## src/rtl/mem_port_arbiter_if.sv

```systemverilog
// Bundle of the I-cache, D-cache and memory-side signals around mem_port_arbiter.
// slave = the arbiter's view, master = the caches/memory environment's view.
interface mem_port_arbiter_if #(
  parameter int ADDR_W = 28,
  parameter int DATA_W = 128
);
  logic              ic_read;
  logic [ADDR_W-1:0] ic_addr;
  logic [DATA_W-1:0] ic_rdata;
  logic              ic_ready;
  logic              dc_read;
  logic              dc_write;
  logic [ADDR_W-1:0] dc_addr;
  logic [DATA_W-1:0] dc_wdata;
  logic [DATA_W-1:0] dc_rdata;
  logic              dc_ready;
  logic              mem_read;
  logic              mem_write;
  logic [ADDR_W-1:0] mem_addr;
  logic [DATA_W-1:0] mem_wdata;
  logic [DATA_W-1:0] mem_rdata;
  logic              mem_ready;

  modport slave (
    input  ic_read, ic_addr, dc_read, dc_write, dc_addr, dc_wdata, mem_rdata, mem_ready,
    output ic_rdata, ic_ready, dc_rdata, dc_ready, mem_read, mem_write, mem_addr, mem_wdata
  );

  modport master (
    output ic_read, ic_addr, dc_read, dc_write, dc_addr, dc_wdata, mem_rdata, mem_ready,
    input  ic_rdata, ic_ready, dc_rdata, dc_ready, mem_read, mem_write, mem_addr, mem_wdata
  );
endinterface

```

## src/rtl/mem_port_arbiter.sv

```systemverilog
// Shares one line-wide memory port between the I-cache and the D-cache, one transaction
// at a time; round-robin or D-first arbitration selected by FIX_PRIO. All outputs registered.
module mem_port_arbiter #(
  parameter int ADDR_W   = 28,
  parameter int DATA_W   = 128,
  parameter bit FIX_PRIO = 1'b0
) (
  input  logic              clk,
  input  logic              proc_reset_n,
  mem_port_arbiter_if.slave bus
);

  typedef enum logic [1:0] {
    IDLE   = 2'b00,
    BUSY_I = 2'b01,
    BUSY_D = 2'b10,
    RESP   = 2'b11
  } state_t;

  localparam logic GRANT_I = 1'b0;
  localparam logic GRANT_D = 1'b1;

  state_t            state_r, state_s;
  logic              last_grant_r, last_grant_s;
  logic              mem_read_r, mem_read_s;
  logic              mem_write_r, mem_write_s;
  logic [ADDR_W-1:0] mem_addr_r, mem_addr_s;
  logic [DATA_W-1:0] mem_wdata_r, mem_wdata_s;
  logic [DATA_W-1:0] ic_rdata_r, ic_rdata_s;
  logic [DATA_W-1:0] dc_rdata_r, dc_rdata_s;
  logic              ic_ready_r, ic_ready_s;
  logic              dc_ready_r, dc_ready_s;
  logic              ic_req_s, dc_req_s, grant_d_s;

  // Request decode and choice between simultaneous requesters
  always_comb begin
    ic_req_s  = bus.ic_read;
    dc_req_s  = bus.dc_read | bus.dc_write;
    grant_d_s = 1'b0;
    if (dc_req_s && ic_req_s) begin
      grant_d_s = FIX_PRIO || (last_grant_r == GRANT_I);
    end else begin
      grant_d_s = dc_req_s;
    end
  end

  // Next state and next registered outputs; strobes, address and data hold while busy
  always_comb begin
    state_s      = state_r;
    last_grant_s = last_grant_r;
    mem_read_s   = mem_read_r;
    mem_write_s  = mem_write_r;
    mem_addr_s   = mem_addr_r;
    mem_wdata_s  = mem_wdata_r;
    ic_rdata_s   = ic_rdata_r;
    dc_rdata_s   = dc_rdata_r;
    ic_ready_s   = 1'b0;
    dc_ready_s   = 1'b0;
    case (state_r)
      IDLE: begin
        if (ic_req_s || dc_req_s) begin
          if (grant_d_s) begin
            // a line with both read and write raised is a write-back first
            mem_addr_s   = bus.dc_addr;
            mem_wdata_s  = bus.dc_wdata;
            mem_write_s  = bus.dc_write;
            mem_read_s   = ~bus.dc_write;
            last_grant_s = GRANT_D;
            state_s      = BUSY_D;
          end else begin
            mem_addr_s   = bus.ic_addr;
            mem_write_s  = 1'b0;
            mem_read_s   = 1'b1;
            last_grant_s = GRANT_I;
            state_s      = BUSY_I;
          end
        end else begin
          state_s = IDLE;
        end
      end
      BUSY_I: begin
        if (bus.mem_ready) begin
          ic_rdata_s  = bus.mem_rdata;
          mem_read_s  = 1'b0;
          mem_write_s = 1'b0;
          ic_ready_s  = 1'b1;
          state_s     = RESP;
        end else begin
          state_s = BUSY_I;
        end
      end
      BUSY_D: begin
        if (bus.mem_ready) begin
          dc_rdata_s  = bus.mem_rdata;
          mem_read_s  = 1'b0;
          mem_write_s = 1'b0;
          dc_ready_s  = 1'b1;
          state_s     = RESP;
        end else begin
          state_s = BUSY_D;
        end
      end
      RESP: begin
        // client drops its request during this cycle, so requests are not sampled here
        state_s = IDLE;
      end
      default: begin
        state_s     = IDLE;
        mem_read_s  = 1'b0;
        mem_write_s = 1'b0;
      end
    endcase
  end

  // State and output registers; reset aborts any transaction in flight
  always_ff @(posedge clk or negedge proc_reset_n) begin
    if (!proc_reset_n) begin
      state_r      <= IDLE;
      last_grant_r <= GRANT_I;
      mem_read_r   <= 1'b0;
      mem_write_r  <= 1'b0;
      mem_addr_r   <= {ADDR_W{1'b0}};
      mem_wdata_r  <= {DATA_W{1'b0}};
      ic_rdata_r   <= {DATA_W{1'b0}};
      dc_rdata_r   <= {DATA_W{1'b0}};
      ic_ready_r   <= 1'b0;
      dc_ready_r   <= 1'b0;
    end else begin
      state_r      <= state_s;
      last_grant_r <= last_grant_s;
      mem_read_r   <= mem_read_s;
      mem_write_r  <= mem_write_s;
      mem_addr_r   <= mem_addr_s;
      mem_wdata_r  <= mem_wdata_s;
      ic_rdata_r   <= ic_rdata_s;
      dc_rdata_r   <= dc_rdata_s;
      ic_ready_r   <= ic_ready_s;
      dc_ready_r   <= dc_ready_s;
    end
  end

  assign bus.mem_read  = mem_read_r;
  assign bus.mem_write = mem_write_r;
  assign bus.mem_addr  = mem_addr_r;
  assign bus.mem_wdata = mem_wdata_r;
  assign bus.ic_rdata  = ic_rdata_r;
  assign bus.ic_ready  = ic_ready_r;
  assign bus.dc_rdata  = dc_rdata_r;
  assign bus.dc_ready  = dc_ready_r;

endmodule
```

## src/flat_wrapper.sv

```systemverilog
// flat-port wrapper written by rule: the top's interface ports become plain ports
module mem_port_arbiter_flat 
#(
  parameter int ADDR_W   = 28,
  parameter int DATA_W   = 128,
  parameter bit FIX_PRIO = 1'b0
)
  (clk, proc_reset_n, bus_ic_read, bus_ic_addr, bus_dc_read, bus_dc_write, bus_dc_addr, bus_dc_wdata, bus_mem_rdata, bus_mem_ready, bus_ic_rdata, bus_ic_ready, bus_dc_rdata, bus_dc_ready, bus_mem_read, bus_mem_write, bus_mem_addr, bus_mem_wdata);
  mem_port_arbiter_if #(.ADDR_W(ADDR_W), .DATA_W(DATA_W)) bus_i ();
  input  logic clk;
  input  logic proc_reset_n;
  input wire logic [$bits(bus_i.ic_read)-1:0] bus_ic_read;
  input wire logic [$bits(bus_i.ic_addr)-1:0] bus_ic_addr;
  input wire logic [$bits(bus_i.dc_read)-1:0] bus_dc_read;
  input wire logic [$bits(bus_i.dc_write)-1:0] bus_dc_write;
  input wire logic [$bits(bus_i.dc_addr)-1:0] bus_dc_addr;
  input wire logic [$bits(bus_i.dc_wdata)-1:0] bus_dc_wdata;
  input wire logic [$bits(bus_i.mem_rdata)-1:0] bus_mem_rdata;
  input wire logic [$bits(bus_i.mem_ready)-1:0] bus_mem_ready;
  output wire logic [$bits(bus_i.ic_rdata)-1:0] bus_ic_rdata;
  output wire logic [$bits(bus_i.ic_ready)-1:0] bus_ic_ready;
  output wire logic [$bits(bus_i.dc_rdata)-1:0] bus_dc_rdata;
  output wire logic [$bits(bus_i.dc_ready)-1:0] bus_dc_ready;
  output wire logic [$bits(bus_i.mem_read)-1:0] bus_mem_read;
  output wire logic [$bits(bus_i.mem_write)-1:0] bus_mem_write;
  output wire logic [$bits(bus_i.mem_addr)-1:0] bus_mem_addr;
  output wire logic [$bits(bus_i.mem_wdata)-1:0] bus_mem_wdata;
  assign bus_i.ic_read = bus_ic_read;
  assign bus_i.ic_addr = bus_ic_addr;
  assign bus_i.dc_read = bus_dc_read;
  assign bus_i.dc_write = bus_dc_write;
  assign bus_i.dc_addr = bus_dc_addr;
  assign bus_i.dc_wdata = bus_dc_wdata;
  assign bus_i.mem_rdata = bus_mem_rdata;
  assign bus_i.mem_ready = bus_mem_ready;
  assign bus_ic_rdata = bus_i.ic_rdata;
  assign bus_ic_ready = bus_i.ic_ready;
  assign bus_dc_rdata = bus_i.dc_rdata;
  assign bus_dc_ready = bus_i.dc_ready;
  assign bus_mem_read = bus_i.mem_read;
  assign bus_mem_write = bus_i.mem_write;
  assign bus_mem_addr = bus_i.mem_addr;
  assign bus_mem_wdata = bus_i.mem_wdata;
  mem_port_arbiter #(.ADDR_W(ADDR_W), .DATA_W(DATA_W), .FIX_PRIO(FIX_PRIO)) u_core (.clk(clk), .proc_reset_n(proc_reset_n), .bus(bus_i));
endmodule
```

## config.mk

```make
export PLATFORM = sky130hd
export DESIGN_NAME = mem_port_arbiter_flat
export DESIGN_NICKNAME = d
export VERILOG_FILES = /design/src/rtl/mem_port_arbiter_if.sv /design/src/rtl/mem_port_arbiter.sv /design/src/flat_wrapper.sv
export SDC_FILE = /design/constraint.sdc
export NUM_CORES = 1
export LEC_CHECK = 0
export BUFFER_PORTS_ARGS = -buffer_cell sky130_fd_sc_hd__buf_4
export CAP_MARGIN = 30
export CORE_AREA = 2 2 282 284
export DETAILED_ROUTE_END_ITERATION = 8
export DIE_AREA = 0 0 284 286
export HOLD_SLACK_MARGIN = 0.15
export PLACE_DENSITY = 0.38
export SETUP_SLACK_MARGIN = 0.1
export SLEW_MARGIN = 20
export SYNTH_ARGS = -nofsm -noshare
export SYNTH_HDL_FRONTEND = slang
export SYNTH_SLANG_ARGS = --single-unit
```

## constraint.sdc

```tcl
create_clock -name clk -period 2.08 [get_ports clk]
set_input_delay 0.208 -clock clk [delete_from_list [all_inputs] [get_ports clk]]
set_output_delay 0.208 -clock clk [all_outputs]
set_load 0.02 [all_outputs]
```

==> results of run 1 <==
## repair_timing
action | in CTS | in global routing
hold buffers | 319 | 0
buffers inserted | 0 | 2
endpoints found under the hold margin | 741 | 0
setup endpoints to repair | 0 | 45
gates resized for setup | 0 | 1
## metrics by stage
stage                      util  setup WS [ns]  std cells  power (mW)
after floorplan               -          0.388        967        25.7
after global routing      0.356          0.117       3159        47.9
final                     0.356          0.197       3159        45.3
after CTS                 0.356          0.171       3157        46.2
after global placement    0.293          0.206       2746        35.9
after detailed placement  0.293          0.175       2746        36.1
## metal layers
| metal | vias to the layer above | GRT usage |
|---|---|---|
| met5 | - | 0 |
| met4 | 0 | 0.0368 |
| met3 | 88 | 0.0496 |
| met2 | 429 | 0.258 |
| met1 | 6106 | 0.153 |
| li1 | 5631 | - |
## worst paths after layout
check / slack, ns / endpoint / start / depth (start not counted)
max: 0.20 / u_core.bus.mem_addr[1] / u_core.last_grant_r / 5
min: 0.25 / u_core.bus.dc_rdata[72] / proc_reset_n / 3
max reg2reg: 0.20 / u_core.bus.mem_addr[1] / u_core.last_grant_r / 5
min reg2reg: 0.48 / u_core.bus.mem_addr[25] / u_core.bus.mem_addr[25] / 2
max in group asynchronous: 1.24 / u_core.bus.mem_wdata[52] / proc_reset_n / 4
min in group clk: 0.39 / u_core.bus.mem_wdata[7] / bus_dc_wdata[7] / 3
## cells in the mapped netlist
master	instances	area (um2)
clkbuf_1	2	7.51
a21o_1	1	7.51
o31ai_1	1	7.51
buf_4	1	7.51
a32o_1	1	10.0
dfrtp_1	419	10500
mux2_2	384	4320
o2bb2ai_1	1	8.76
buf_6	14	158
o21ai_0	28	140
a211o_1	1	8.76
mux2i_1	28	280
ha_1	5	62.6
a2111oi_0	1	8.76
nand2_1	33	124
nor3_1	2	10.0
inv_1	5	18.8
buf_2	33	165
a21oi_1	2	10.0
nand3b_4	1	20.0
nor4b_1	1	8.76
nor2_1	2	7.51
o21ai_1	1	5.00
## final cells by class
type,instances,area (um2),area share
clock buffer,74,1530,0.0547
clock inverter,18,186,0.00668
inverter,5,23.8,0.000852
multi-input combinational,493,5080,0.182
sequential,419,10500,0.376
tap,1050,1310,0.0471
timing repair buffer,1100,9300,0.333
## power by group through the flow
stage	registers, mW	clock network, mW	logic [mW]
global placement	14.7	0	21.2
detailed placement	14.8	0	21.4
floorplan	19.6	0	6.17
CTS	14.7	9.49	22.0
finish	14.6	9.09	21.6
global route	15.2	9.83	22.9
## cell families after synthesis
kind of cell | after synthesis | share of synthesized area
flops | 419 | 0.660
mux | 412 | 0.290
buf+inv | 55 | 0.0224
simple gates | 39 | 0.0107
compound gates | 37 | 0.0130
fa+ha+maj | 5 | 0.00394
## registers in the layout, indices dropped and copies added (netlist names), 2 cells and up
register and flops:
u_core.bus.mem_wdata 128, u_core.bus.dc_rdata 128, u_core.state_r 2, u_core.bus.mem_addr 28, u_core.bus.ic_rdata 128
## worst max-delay path, cell delays in order, from the launching register on
cell           delay [ns]
dfrtp_1              0.43
o2bb2ai_4            0.16
buf_12               0.24
mux2i_1              0.23
dlygate4sd3_1        0.59
o21ai_0              0.08
==> results.yml, run 1 <==
flow_run:
  max-cap-violations: 0
sta:
  slew_viol_final: 0
  finalHoldViolCount: 0
  period_needed_ns: 1.88
  tightestPinTransition_ns: 0.536
  fin_crit_sh: 0.905
  rsz0062_at_grt: "no"
  fmax_ghz: 0.531
  setup-violations-final: 0
  fin_skew_ns: 0.0190
  maxSlewHeadroom: 0.633
  setup_tns_ns: 0
  holdWs_ns: 0.250
yosys:
  netlist_instances: 967
  avgSynthCellArea_um2: 16.4
  netlist_area_um2: 15900
  ys_warn_count: 0
  ys_types: 23
  ys_ff_latch: 419
  yosysSeqAreaShare: 0.660
  synth_nets: 1290
cells_and_area:
  antenna_cells: 0
  design_area_um2: 27900
  area_growth_pct: 75.7
  drive_above_1_share: 0.594
  n_fill_cell: 7820
  mostFrequentLayoutCell: "buf_4"
  fin_nets: 2394
  mostFrequentLayoutCells: "buf_4 (762), dfrtp_1 (419), mux2_2 (384)"
global_routing:
  grt_use_total: 0.140
  grt_max_degree: 67
  overflow: 0
  antenna_found_initial: 0
  grt_pass1_wl_um: 87600
  grt_pass1_vias: 13543
worst_setup_path:
  cp-start-kind: "flip-flop"
  worstSetupPathType: "flip-flop to flip-flop"
  crit_arrival_ns: 2.32
  cp_max_fo: 28
  critical_path_required_ns: 2.52
  worst_setup_path_end_kind: "flip-flop"
clock_network:
  cts_buffer_depth: 3
  insertion_delay_ns: 0.59
  cts_root_buffer: "clkbuf_16"
  tritoncts: "done"
  htreeDepth: 2
  path_clk_slew_ns: 0.06
  cts_buffers: 52
  clkSinkCount: 419
power:
  power_frac_seq: 0.323
  p_int_mw: 28.3
  irDropWorstVdd_uv: 773
  switching_power_mw: 17.0
  pwr-share-clk: 0.201
  powerDensity_nw_per_um2: 1620
  power_frac_comb: 0.476
  p_leak_nw: 13.0
  switching_share: 0.375
placed_design:
  hpwl_um: 44500
  io_buffers: 733
  gp_congestion: 0.799
  dpl-instance-area_um2: 23000
worst_hold_path:
  holdCritPathClass: "input pin to async pin"
routing:
  wl_met3_um: 4750
  num_vias: 12254
  highest_layer: "met4"
  wirelength_um: 59100
  antenna_left: 0
  post-route-drc-count: 0
  wl_met1_um: 22000
  viasPerCell: 3.88
  drtIter0Drc: 252
  dr.pass1.iters: 4
  wire_per_inst_um: 18.7
  routed-wl-met2_um: 31100
die:
  core_um2: 78400
  die_area_um2: 81200
  io_pins: 734
  rows: 103
  die_width_um: 284
  start_util: 0.203
  chipHeight_um: 286
status:
  status: "complete, no violations"
(Power assumes the default switching activity.)
==> inputs of run 2 (changes only) <==
--- a/config.mk
+++ b/config.mk
@@ -5,11 +5,11 @@
 export SDC_FILE = /design/constraint.sdc
 export NUM_CORES = 1
 export LEC_CHECK = 0
+export ABC_AREA = 1
 export BUFFER_PORTS_ARGS = -buffer_cell sky130_fd_sc_hd__buf_4
-export CAP_MARGIN = 30
-export CORE_AREA = 2 2 282 284
+export CORE_AREA = 2 2 285 287
 export DETAILED_ROUTE_END_ITERATION = 8
-export DIE_AREA = 0 0 284 286
+export DIE_AREA = 0 0 287 289
 export HOLD_SLACK_MARGIN = 0.15
 export PLACE_DENSITY = 0.38
 export SETUP_SLACK_MARGIN = 0.1
==> run 2 against run 1 <==
Register-to-register slack worse by 0.09 ns. First-iteration DRC count up 140%. Fmax decreased by 4.6%. Clock skew decreased by 0.0073 ns. Utilization shrank 0.48 points. Sequential cell count unchanged. Non-clock buffer count shrank 3. Final area is 0.60% higher. Total power decreased by 6.9%. Worst setup slack worse by 0.090 ns. Routed wire length grew 10%. Largest cell class unchanged.
==> results.yml, run 2 <==
worst_setup_path:
  r2r_setup_slack_ns: 0.11
  worst_setup_path_end_kind: "flip-flop"
  critical_path_required_ns: 2.55
  worstSetupPathType: "flip-flop to flip-flop"
  cp-start-kind: "flip-flop"
  cp_max_fo: 31
  crit_arrival_ns: 2.44
global_routing:
  grt_max_degree: 91
  grt_use_total: 0.150
  antenna_found_initial: 2
  grt_pass1_wl_um: 96500
  grt_pass1_vias: 16102
  overflow: 0
yosys:
  ys_types: 14
  netlist_instances: 1781
  yosys-top-cells-area: "dfrtp_1 (64%), o21ai_0 (12%), nand2_1 (11%)"
  yosys-top-cells-count: "nand2_1 (483), dfrtp_1 (419), o21ai_0 (388)"
  synth_ff_type: "dfrtp_1"
  ys_warn_count: 0
  yosysSeqAreaShare: 0.645
  synth_most_common_cell: "nand2_1"
  synth_top_area_share: 0.645
  synth_nets: 2104
  netlist_area_um2: 16300
  avgSynthCellArea_um2: 9.13
  ys_async_sr_fraction: 1.00
  synth_edf_count: 0
  ys_ff_latch: 419
  synth_top_cell_by_area: "dfrtp_1"
clock_network:
  path_clk_slew_ns: 0.06
  cts_buffer_depth: 3
  htreeDepth: 2
  tritoncts: "done"
  cts_buffers: 51
  cts_root_buffer: "clkbuf_16"
  insertion_delay_ns: 0.58
  clkSinkCount: 419
cells_and_area:
  area_growth_pct: 72.7
  antenna_cells: 0
  mostFrequentLayoutCell: "buf_4"
  mostFrequentLayoutCells: "buf_4 (763), nand2_1 (481), dfrtp_1 (419)"
  seqCellArea_um2: 10500
  final_util: 0.352
  n_fill_cell: 8300
  drive_above_1_share: 0.302
  multi_input_area_um2: 4200
  fin_nets: 3157
sta:
  slew_viol_final: 0
  rsz0062_at_grt: "yes"
  tightestPinTransition_ns: 0.864
  setup-violations-final: 0
  fin_crit_sh: 0.948
  finalHoldViolCount: 0
  setup_tns_ns: 0
  period_needed_ns: 1.97
  fin_skew_ns: 0.0117
  maxSlewHeadroom: 0.422
  fmax_ghz: 0.507
  fin_ws_ns: 0.107
routing:
  num_vias: 15421
  drtIter0Drc: 602
  wire_per_inst_um: 16.6
  wirelength_um: 65100
  antenna_left: 0
  post-route-drc-count: 0
  viasPerCell: 3.92
  dr.pass1.iters: 5
power:
  irDropWorstVdd_uv: 894
  p_leak_nw: 15.0
  powerDensity_nw_per_um2: 1500
  finalPower_mw: 42.2
die:
  die_width_um: 287
  rows: 104
  start_util: 0.204
  die_area_um2: 82900
  core_um2: 79900
  chipHeight_um: 289
  io_pins: 734
flow_run:
  max-cap-violations: 0
status:
  status: "complete, no violations"
placed_design:
  io_buffers: 733
  gp_congestion: 0.826
  dp_slack_ns: 0.170
  hpwl_um: 47700
worst_hold_path:
  holdCritPathClass: "input pin to async pin"
## run 2: layout make-up
| cell class | instances | share of cell area |
|---|---|---|
| Timing Repair Buffer | 1097 | 0.328 |
| Clock buffer | 68 | 0.0509 |
| Clock inverter | 23 | 0.00793 |
| Sequential cell | 419 | 0.373 |
| Tap cell | 1060 | 0.0472 |
| Inverter | 322 | 0.0430 |
| Multi-Input combinational cell | 943 | 0.149 |
## run 2: final timing paths
path | depth (start not counted) | from | endpoint
worst max register to register | 6 | u_core.last_grant_r | u_core.bus.mem_read
worst min register to register | 2 | u_core.bus.mem_addr[25] | u_core.bus.mem_addr[25]
max in group asynchronous | 3 | proc_reset_n | u_core.bus.mem_wdata[111]
min in group clk | 4 | bus_dc_wdata[0] | u_core.bus.mem_wdata[0]
worst min-delay path | 3 | proc_reset_n | u_core.bus.ic_rdata[67]
worst max-delay path | 6 | u_core.last_grant_r | u_core.bus.mem_read
## run 2: timing repair
item	4_1_cts	5_1_grt
endpoints found under the hold margin	835	0
setup endpoints to repair	0	122
resized for setup	0	0
buffers inserted	0	1
hold buffers	320	0
## run 2: kinds of logic (layout without fill, tap and decap cells)
group,after synthesis,after routing,share of synthesized area
simple gates,546,547,0.131
buf+inv,420,1510,0.100
flops,419,419,0.645
compound gates,391,391,0.121
fa+ha+maj,5,5,0.00385
## run 2: metal layers
| layer | GRT usage | vias to the layer above | wire length, um |
|---|---|---|---|
| met5 | 0 | - | 13 |
| met4 | 0.0480 | 2 | 1980 |
| met3 | 0.0498 | 104 | 5300 |
| met2 | 0.261 | 521 | 32500 |
| met1 | 0.173 | 7221 | 25300 |
| li1 | - | 7573 | - |
## run 2: per-stage QoR
stage	area, um2	hold WS (ns)	std cells
2_1_floorplan	16300	-0.0876	1781
3_3_place_gp	23200	0.144	3519
3_5_place_dp	23200	0.147	3519
4_1_cts	28100	0.284	3930
5_1_grt	28100	0.300	3932
6_report	28100	0.301	3932
## run 2: critical path, stage by stage (launching register included)
cell and delay (ns):
dfrtp_1 0.38, nand2_1 0.23, buf_4 0.43, a21oi_1 0.13, nand3_1 0.09, dlygate4sd3_1 0.55, nand2_1 0.05
## run 2: power by group
group	leakage, nW	total, mW	switching [mW]	internal, mW
sequential	5.23	14.3	2.28	12.0
clock	0.834	8.91	3.61	5.30
combinational	8.90	19.0	11.3	7.68
total	15.0	42.2	17.2	25.0
